<file path="config.mk">
export PLATFORM = sky130hd
export DESIGN_NAME = cdb_arbiter
export DESIGN_NICKNAME = d
export VERILOG_FILES = /design/src/rtl/cdb_arbiter.sv
export SDC_FILE = /design/constraint.sdc
export NUM_CORES = 1
export LEC_CHECK = 0
export BUFFER_PORTS_ARGS = -buffer_cell sky130_fd_sc_hd__buf_2
export CELL_PAD_IN_SITES_DETAIL_PLACEMENT = 1
export CELL_PAD_IN_SITES_GLOBAL_PLACEMENT = 1
export CORE_AREA = 2 2 146 148
export DETAILED_ROUTE_END_ITERATION = 8
export DIE_AREA = 0 0 148 150
export HOLD_SLACK_MARGIN = 0.06
export PLACE_DENSITY = 0.94
export SLEW_MARGIN = 10
export SYNTH_ARGS = -nofsm -noshare
export SYNTH_HDL_FRONTEND = slang
export SYNTH_SLANG_ARGS = --single-unit
</file>
<file path="constraint.sdc">
create_clock -name clk -period 4.34 [get_ports clk]
set_input_delay 0.434 -clock clk [delete_from_list [all_inputs] [get_ports clk]]
set_output_delay 0.434 -clock clk [all_outputs]
set_load 0.05 [all_outputs]
</file>
<file path="src/rtl/cdb_arbiter.sv">
// Common data bus arbiter: per-requester one-deep holding slots, round-robin
// grant, branch-flush kill filtering and a registered CDB broadcast.
package cdb_arbiter_pkg;
  localparam int BR_TAG_W = 3;

  typedef struct packed {
    logic                sign;
    logic [BR_TAG_W-1:0] tag;
  } branch_tag_t;
endpackage

module cdb_arbiter
  import cdb_arbiter_pkg::*;
#(
  parameter  int NUM_REQ   = 4,
  parameter  int ROB_WIDTH = 3,
  localparam int IDX_W     = (NUM_REQ > 1) ? $clog2(NUM_REQ) : 1,
  localparam int CDB_W     = 1 + ROB_WIDTH + 32
) (
  input  logic                                clk,
  input  logic                                rst,
  input  logic                                flush,
  input  branch_tag_t                         flush_tag,
  input  logic [NUM_REQ-1:0]                  req_valid,
  input  logic [NUM_REQ-1:0][ROB_WIDTH-1:0]   req_dest_ROB,
  input  logic [NUM_REQ-1:0][31:0]            req_rd_v,
  input  branch_tag_t [NUM_REQ-1:0]           req_br_tag,
  output logic [NUM_REQ-1:0]                  req_busy,
  output logic [CDB_W-1:0]                    CDB_value,
  output logic [IDX_W-1:0]                    grant_idx
);

  // CDB_value layout, MSB first: {commit_valid, dest_ROB, rd_v}
  localparam logic [IDX_W-1:0] LAST_IDX  = IDX_W'(NUM_REQ - 1);
  localparam logic [IDX_W:0]   NUM_REQ_W = (IDX_W + 1)'(NUM_REQ);

  logic [NUM_REQ-1:0]                r_valid;
  logic [NUM_REQ-1:0][ROB_WIDTH-1:0] r_dest;
  logic [NUM_REQ-1:0][31:0]          r_rd;
  branch_tag_t [NUM_REQ-1:0]         r_tag;
  logic [IDX_W-1:0]                  r_ptr;
  logic [CDB_W-1:0]                  r_cdb;

  logic [NUM_REQ-1:0] w_slot_kill;
  logic [NUM_REQ-1:0] w_req_kill;
  logic [NUM_REQ-1:0] w_live;
  logic [NUM_REQ-1:0] w_grant_vec;
  logic [NUM_REQ-1:0] w_load;
  logic               w_grant_any;
  logic [IDX_W-1:0]   w_gidx;
  logic [IDX_W-1:0]   w_ptr_next;

  function automatic logic f_killed(input branch_tag_t t, input branch_tag_t f);
    logic v_hit;
    if (t.sign == f.sign) begin
      v_hit = ((t.tag & f.tag) == f.tag);
    end else begin
      v_hit = ((t.tag & f.tag) == t.tag);
    end
    return v_hit;
  endfunction

  // flush kill masks for held slots and for incoming requests
  always_comb begin
    w_slot_kill = '0;
    w_req_kill  = '0;
    for (int i = 0; i < NUM_REQ; i++) begin
      w_slot_kill[i] = flush & r_valid[i] & f_killed(r_tag[i], flush_tag);
      w_req_kill[i]  = flush & f_killed(req_br_tag[i], flush_tag);
    end
  end

  assign w_live = r_valid & ~w_slot_kill;

  // round-robin search upward from r_ptr, first live slot wins
  always_comb begin
    logic [IDX_W:0]   v_sum;
    logic [IDX_W-1:0] v_idx;
    logic             v_take;
    w_grant_any = 1'b0;
    w_gidx      = '0;
    v_sum       = '0;
    v_idx       = '0;
    v_take      = 1'b0;
    for (int k = 0; k < NUM_REQ; k++) begin
      v_sum       = {1'b0, r_ptr} + (IDX_W + 1)'(k);
      v_sum       = (v_sum >= NUM_REQ_W) ? (v_sum - NUM_REQ_W) : v_sum;
      v_idx       = v_sum[IDX_W-1:0];
      v_take      = ~w_grant_any & w_live[v_idx];
      w_gidx      = v_take ? v_idx : w_gidx;
      w_grant_any = w_grant_any | v_take;
    end
  end

  assign w_grant_vec = NUM_REQ'(w_grant_any) << w_gidx;
  assign w_ptr_next  = (w_gidx == LAST_IDX) ? '0 : (w_gidx + 1'b1);
  // a slot being granted this cycle frees up in time to take a back-to-back result
  assign w_load      = req_valid & (~r_valid | w_grant_vec) & ~w_req_kill;

  assign req_busy  = r_valid & ~w_grant_vec;
  assign grant_idx = w_gidx;
  assign CDB_value = r_cdb;

  // slot capture/release, pointer advance and CDB broadcast register
  always_ff @(posedge clk) begin
    if (!rst) begin
      r_valid <= '0;
      r_dest  <= '0;
      r_rd    <= '0;
      r_tag   <= '0;
      r_ptr   <= '0;
      r_cdb   <= '0;
    end else begin
      for (int i = 0; i < NUM_REQ; i++) begin
        if (w_load[i]) begin
          r_valid[i] <= 1'b1;
          r_dest[i]  <= req_dest_ROB[i];
          r_rd[i]    <= req_rd_v[i];
          r_tag[i]   <= req_br_tag[i];
        end else if (w_grant_vec[i] | w_slot_kill[i]) begin
          r_valid[i] <= 1'b0;
        end else begin
          r_valid[i] <= r_valid[i];
        end
      end
      if (w_grant_any) begin
        r_ptr <= w_ptr_next;
        r_cdb <= {1'b1, r_dest[w_gidx], r_rd[w_gidx]};
      end else begin
        r_ptr <= r_ptr;
        r_cdb <= '0;
      end
    end
  end

endmodule

</file>
After elaboration in Yosys (flattened, before gate mapping). Index checks and enable logic that the tools add are counted.

Flip-flop bits (word level): 198. Bits of input ports: 167. Output and inout port bits: 42. Logic and storage cells: 151.

$lt $le $gt $ge: 9. Equality and inequality tests: 25. Shift operators: 1. $add $sub $neg: 8. Reductions and logical operators: 5. Muxes and demuxes: 38. Bitwise operators: 42.

Operators by type and width (count): 32-bit binary-select mux with 2-bit select (1); 3-bit == test (16); 36-bit two-way mux (1); 32-bit two-way mux (1); 3-bit bitwise AND (8); 1-bit two-way mux (20); 2-bit two-way mux (9); 4-bit bitwise AND (4); 4-bit NOT (4); 1-bit bitwise AND (15); 2-bit by 3-bit less-than comparator with 1-bit output (second input constant) (5); 3-bit >= comparator (second input constant) (3); 1-bit binary-select mux with 2-bit select (4); 1-bit == test (8); 2-bit nonzero test (4); 2-bit by 1-bit subtractor with 2-bit output (second input constant) (4); 1-bit bitwise OR (7); 2-bit by 2-bit adder with 3-bit output (second input constant) (2); 3-bit binary-select mux with 2-bit select (1); 4-bit bitwise OR (1); 1-bit by 2-bit left shift with 4-bit output (1); 2-bit by 1-bit adder with 3-bit output (second input constant) (1); 2-bit by 3-bit >= comparator with 1-bit output (second input constant) (1); 3-bit two-way mux (1); other kinds (4) (6).

Logic depth before layout (Yosys ltp).
Depth in word-level cells: 22. Mapped depth: 13. Mapped depth without buffers: 9.

Worst setup path after synthesis. No wires, ideal clock.

Path kind: input-to-output. From: input flush. To: output req_busy[0]. Path buffers: 3. Path slack: 0.889 ns. Stages on the path: 10. Arrival: 3.017 ns. Required time: 3.906 ns. Path through: buf_4 -> inv_2 -> o41a_1 -> o21a_1 -> a222oi_1 -> nand3_2 -> and2_1 -> buf_2 -> buf_2 -> a21boi_1.

Cells in the longest elaborated chain, start to end: 18. Elaborated cells on any way between the ends: 34. Classes of those cells: 1 x shift; 12 x mux; 21 x bitwise.

Ends and longest elaborated chain: start, declared (RTL line 22) `input logic flush,`; 1-bit bitwise AND (2 in a row) (RTL line 68) `w_slot_kill[i] = flush & r_valid[i] & f_killed(r_tag[i], flush_tag);`; 4-bit NOT * (RTL line 73) `assign w_live = r_valid & ~w_slot_kill;`; 4-bit bitwise AND * (RTL line 73); 1-bit binary-select mux with 2-bit select (RTL line 89) `v_take = ~w_grant_any & w_live[v_idx];`; 1-bit two-way mux (not written as such) (RTL line 89); 1-bit NOT (RTL line 89); 1-bit bitwise AND (RTL line 89); 1-bit bitwise OR (RTL line 91) `w_grant_any = w_grant_any | v_take;`; 1-bit NOT (RTL line 89); 1-bit bitwise AND (RTL line 89); 1-bit bitwise OR (RTL line 91); 1-bit NOT (RTL line 89); 1-bit bitwise AND (RTL line 89); 1-bit bitwise OR or 2-bit two-way mux (tied branches) (RTL line 91, 90); 1-bit by 2-bit left shift with 4-bit output * (RTL line 95) `assign w_grant_vec = NUM_REQ'(w_grant_any) << w_gidx;`; 4-bit NOT * (RTL line 100) `assign req_busy = r_valid & ~w_grant_vec;`; 4-bit bitwise AND * (RTL line 100); end, declared (RTL line 28) `output logic [NUM_REQ-1:0] req_busy,`.

Mark *: on every way between the ends. The rest lies on a longest branch, timed or not. The select of a mux whose other input is x is not followed.

Final worst setup path.
From: register r_tag[6] (netlist bit). To: output req_busy[0].

Cells in the longest elaborated chain, start to end: 20. Elaborated cells on any way between the ends: 31. Classes of those cells: 2 x eq/ne; 1 x shift; 13 x mux; 15 x bitwise.

Ends and longest elaborated chain: start, declared (RTL line 40) `branch_tag_t [NUM_REQ-1:0] r_tag;`; start signal, assigned by index (RTL line 119) `r_tag[i] <= req_br_tag[i];`; 3-bit bitwise AND (RTL line 56, 58); 3-bit == test (on tied branches) (RTL line 58, 56); 1-bit two-way mux * (RTL line 55) `if (t.sign == f.sign) begin`; 1-bit bitwise AND * (RTL line 68); 4-bit NOT * (RTL line 73); 4-bit bitwise AND * (RTL line 73); 1-bit binary-select mux with 2-bit select (RTL line 89); 1-bit two-way mux (not written as such) (RTL line 89); (+4 left out); 1-bit bitwise AND (RTL line 89); 1-bit bitwise OR (RTL line 91); 1-bit NOT (RTL line 89); 1-bit bitwise AND (RTL line 89); 1-bit bitwise OR or 2-bit two-way mux (tied branches) (RTL line 91, 90); 1-bit by 2-bit left shift with 4-bit output * (RTL line 95); 4-bit NOT * (RTL line 100); 4-bit bitwise AND * (RTL line 100).

Marks and branches as above.

==> results.md <==
- Detailed routing inserted a total of ~7.8k vias.
- Clock tree synthesis selected as its root buffer the cell sky130_fd_sc_hd__clkbuf_16.
- The share of synthesized area in the top cell type comes to 0.466.
- The number of max-slew violations in the final report came to 0.
- From synthesis to final layout, the design area changed by 20.6%.
- The cell count after synthesis is 983.
- On the critical path, the stage with the largest delay is an instance of sky130_fd_sc_hd__o41a_1.
- Entering global routing, the biggest net connects between 90 and 100 pins.
- The number of hold buffers added after CTS is 0.
- The via count of the first global-routing pass came to 8,159.
- The total setup violations reported at the end of the flow is 0.
- After global routing the overflow that remains totals 0.
- The wire length per cell after detailed routing is about 19 microns.
- The post-CTS setup-driven buffer insertion count is 0.
- For this run, the share of the core covered by cells in the final layout is 0.496.
- Dividing total power by cell area gives a power density of between 400 and 500 mW/mm^2.
- The first-pass GRT wire length is 42,300 microns.
- The core box area is just over 0.02 sq mm.
- The worst path buffer plus inverter count is 1.
- Setup repair after global routing left no endpoint under its margin.
- The worst IR drop on VDD is about 260 uV.
- When the netlist entered floorplanning its net count stood at 1,150.
- Ranked by instance count, the synthesized netlist is headed by 247 x sky130_fd_sc_hd__nand2_1, 198 x sky130_fd_sc_hd__dfxtp_1, 114 x sky130_fd_sc_hd__mux2i_1, 82 x sky130_fd_sc_hd__nand3_1, 64 x sky130_fd_sc_hd__o21ai_0.
- TritonCTS built the clock tree.
- The maximum buffer depth of the clock tree is 2.
- The switching fraction of total power is 0.325.
- The number of port buffers is 208.
- The final-stage net count is between 1k and 1.5k.
- The largest single stage delay on the critical path is 0.42 ns.
- After clock tree synthesis, the clock-pin slew on the worst setup and hold paths is about 0.080 ns.
- The initialized floorplan defines 53 standard-cell rows.
- The type of the worst min-delay path is in2reg.
- The number of different library cells in the post-synthesis netlist is 50.
- The flow ran to the end, and the final reports show no timing, DRC or antenna violations.
- The startpoint of the worst register-to-register path is r_tag[6]$_SDFFE_PN0P_.
- The worst setup path is of the reg2out kind.
- The number of antenna violations at the first check in global routing came to 3.
- The number of I/O pins is ~210.
- Buffers inserted during clock tree synthesis total 17.
- The critical path required time is ~3.9 ns.
- The number of levels in the clock H-tree is 4.
- The final number of hold-violating endpoints was 0.
- Of the cells placed in the final design, the portion with a size suffix greater than 1 is 0.233.
- Measured against its own limit, the worst slew margin works out to 0.314.
- The critical path goes through nor2b_1 > o41a_1 > o21a_1 > a22o_1 > nand4b_1 > and2_2 > a21boi_1 > buf_2.
- The floorplan die height is 150 microns.
- The kind of start point of the critical path is a flop.
- The area enclosed by the die boundary is 0.0222 sq mm.
- The HPWL after detailed placement is around 19,000 microns.
- For flop-to-flop paths, the worst setup slack is 1.21 ns.
- Cell internal power was estimated by the tool at ~0.0032 W.
- The count of nets left with antenna violations after detail routing is 0.
- The global-route usage over all layers is 0.242.
- The most repeated cell in the gate-level netlist after synthesis is sky130_fd_sc_hd__nand2_1.
- The final weighted congestion of routability-driven global placement is roughly 0.84.
- The most frequently used flop master after synthesis is sky130_fd_sc_hd__dfxtp_1.
- The shortest period the worst path allows is ~3.4 ns.
- The kind of cell with the highest combined delay along the critical path is compound AO/OA/AOI/OAI gates.
- Yosys mapped a number of flops with a built-in enable equal to 0.
- At the pin with the least slew margin, the transition time is a little over 1 ns.
- The number of violations reported at the end of detailed-routing iteration 0 is 374.
- The tool flagged a number of max-cap violations equal to 0.
- The yosys synthesis warning count is 0.
- The detailed-router iteration count before antenna repair is 5.
- For this run, asynchronously set or reset flops after synthesis account for 0.
- Of all nets on the critical path, the largest fanout is 5.
- For the worst setup path, the data arrival time is 2.97 ns.
- Setup total negative slack on the finished layout was measured at 0 ns.
- The sequential area share after synthesis is 0.466.
- The sort of element at the end of the critical path is a primary output.
- Of the available clock period, the critical path in the final layout requires 0.784.
- For this design, the sink count on the clock tree is about 200.
- Summed over all nets, the switching power comes to roughly 0.0016 W.
- The tightest hold margin is ~0.23 ns.
- The cell area after technology mapping is 0.00851 sq mm.
- After detailed routing, the number of remaining DRC violations is 0.
- For this configuration, the core starts out at a cell density of 0.411.
- For this block, the routed nets add up to between 20,000 and 30,000 microns of wire.
- The floorplan die width is about 150 microns.
- Of the total power, combinational logic draws 0.222.
- The leakage power total is around 4.4 nW.
- The total of flip-flops plus latches after synthesis is just under 200.
- The clock reaches the later pin of the worst-skew pair after 0.43 ns.
- The number of cells upsized or downsized after cts is 0.
- The mean number of vias per cell is ~5.5.
- The clock group share of total power is 0.336.
- Static timing analysis puts the maximum clock frequency at about 290 MHz.
- Summed over all instances, the cell type with the most area after synthesis is sky130_fd_sc_hd__dfxtp_1.
- The final worst clock skew is between 0.015 and 0.02 ns.
- Sorting the synthesized cells by area gives the leading types as sky130_fd_sc_hd__dfxtp_1 47%, sky130_fd_sc_hd__mux2i_1 13%, sky130_fd_sc_hd__nand2_1 11%, sky130_fd_sc_hd__nand3_1 4.8%, sky130_fd_sc_hd__o21ai_0 3.8%.
- In this run the most critical hold path is launched from req_rd_v[9].
- A synthesized cell averages 8.65 sq um.
- The share of power burned in registers is 0.442.
- The worst setup path startpoint is r_tag[6]$_SDFFE_PN0P_.
-- cells by family (layout without fill, tap and decap cells) --
group                     count (synthesis)  in the layout  synth area share
muxes                                   114            114             0.134
other                                     0              2                 0
and+or+nand+nor                         376            376             0.189
AOI/OAI and AO/OA                       196            196             0.151
DFF                                     198            198             0.466
buffers and inverters                    91            263            0.0516
xor gates and xnor gates                  8              8           0.00824
-- worst min-delay path: stages --
cell                      delay [ns]
sky130_fd_sc_hd__buf_2          0.10
sky130_fd_sc_hd__nand2_1        0.05
sky130_fd_sc_hd__o21ai_1        0.05
-- routing by layer --
metal | GRT usage | vias to the layer above | wire length, microns
met4 | 0.0733 | 2 | 484
met5 | 0 | - | 13
met1 | 0.289 | 3815 | 11400
li1 | - | 3746 | -
met3 | 0.0451 | 39 | 1310
met2 | 0.439 | 234 | 13700
-- metrics by stage --
step           area [sq um]  instances  setup slack (ns)  total power [W]
6_report              10300       1432             0.938          0.00478
3_5_place_dp           9670       1399             0.875          0.00319
4_1_cts               10300       1430             0.912          0.00480
5_1_grt               10300       1430             0.810          0.00497
2_1_floorplan          8510        983             0.889          0.00286
3_3_place_gp           9670       1399              1.12          0.00314
-- final timing paths --
check             cells past startpoint                     end
hold reg to reg                       2  r_rd[126]$_SDFFE_PN0P_
hold / removal                        3    r_rd[9]$_SDFFE_PN0P_
setup reg to reg                     10  r_rd[106]$_SDFFE_PN0P_
setup / recovery                      8             req_busy[0]
-- power groups by stage --
stage	logic (W)	clock network (W)	registers (W)
2_1_floorplan	0.000658	0	0.00220
3_3_place_gp	0.00101	0	0.00214
3_5_place_dp	0.00105	0	0.00215
4_1_cts	0.00106	0.00163	0.00211
5_1_grt	0.00115	0.00169	0.00213
6_report	0.00106	0.00160	0.00211
-- state kept, by name (all words and copies together), names as in the netlist --
name,flops
CDB_value,36
r_dest,12
r_ptr,2
r_rd,128
r_tag,16
r_valid,4
-- area by class of cell --
| type | instances | area (sq um) |
|---|---|---|
| Clock buffer | 19 | 443 |
| Sequential cell | 198 | 3960 |
| Clock inverter | 12 | 141 |
| Fill cell | 2524 | 10400 |
| Timing Repair Buffer | 223 | 1190 |
| Antenna cell | 2 | 5.00 |
| Tap cell | 275 | 344 |
| Multi-Input combinational cell | 694 | 4140 |
| Inverter | 9 | 36.3 |
-- cells in the final DEF, fill, tap and decap left out, types with 3 or more instances in the layout --
cell type,n
sky130_fd_sc_hd__o41a_1,3
sky130_fd_sc_hd__nor2_1,11
sky130_fd_sc_hd__mux2i_1,114
sky130_fd_sc_hd__and2_1,4
sky130_fd_sc_hd__nand2b_1,13
sky130_fd_sc_hd__buf_4,13
sky130_fd_sc_hd__o21a_1,4
sky130_fd_sc_hd__inv_1,6
sky130_fd_sc_hd__o21ai_1,57
sky130_fd_sc_hd__inv_6,3
sky130_fd_sc_hd__nand3_1,82
sky130_fd_sc_hd__buf_2,207
sky130_fd_sc_hd__dfxtp_1,198
sky130_fd_sc_hd__clkbuf_16,17
sky130_fd_sc_hd__xnor2_1,8
sky130_fd_sc_hd__o21ai_0,64
sky130_fd_sc_hd__a32oi_1,35
sky130_fd_sc_hd__nand2_1,247
sky130_fd_sc_hd__clkinvlp_4,3
sky130_fd_sc_hd__o2111ai_1,3
sky130_fd_sc_hd__nor2b_1,11
sky130_fd_sc_hd__a41oi_1,3
No activity file was read; power rests on OpenSTA's default activity.
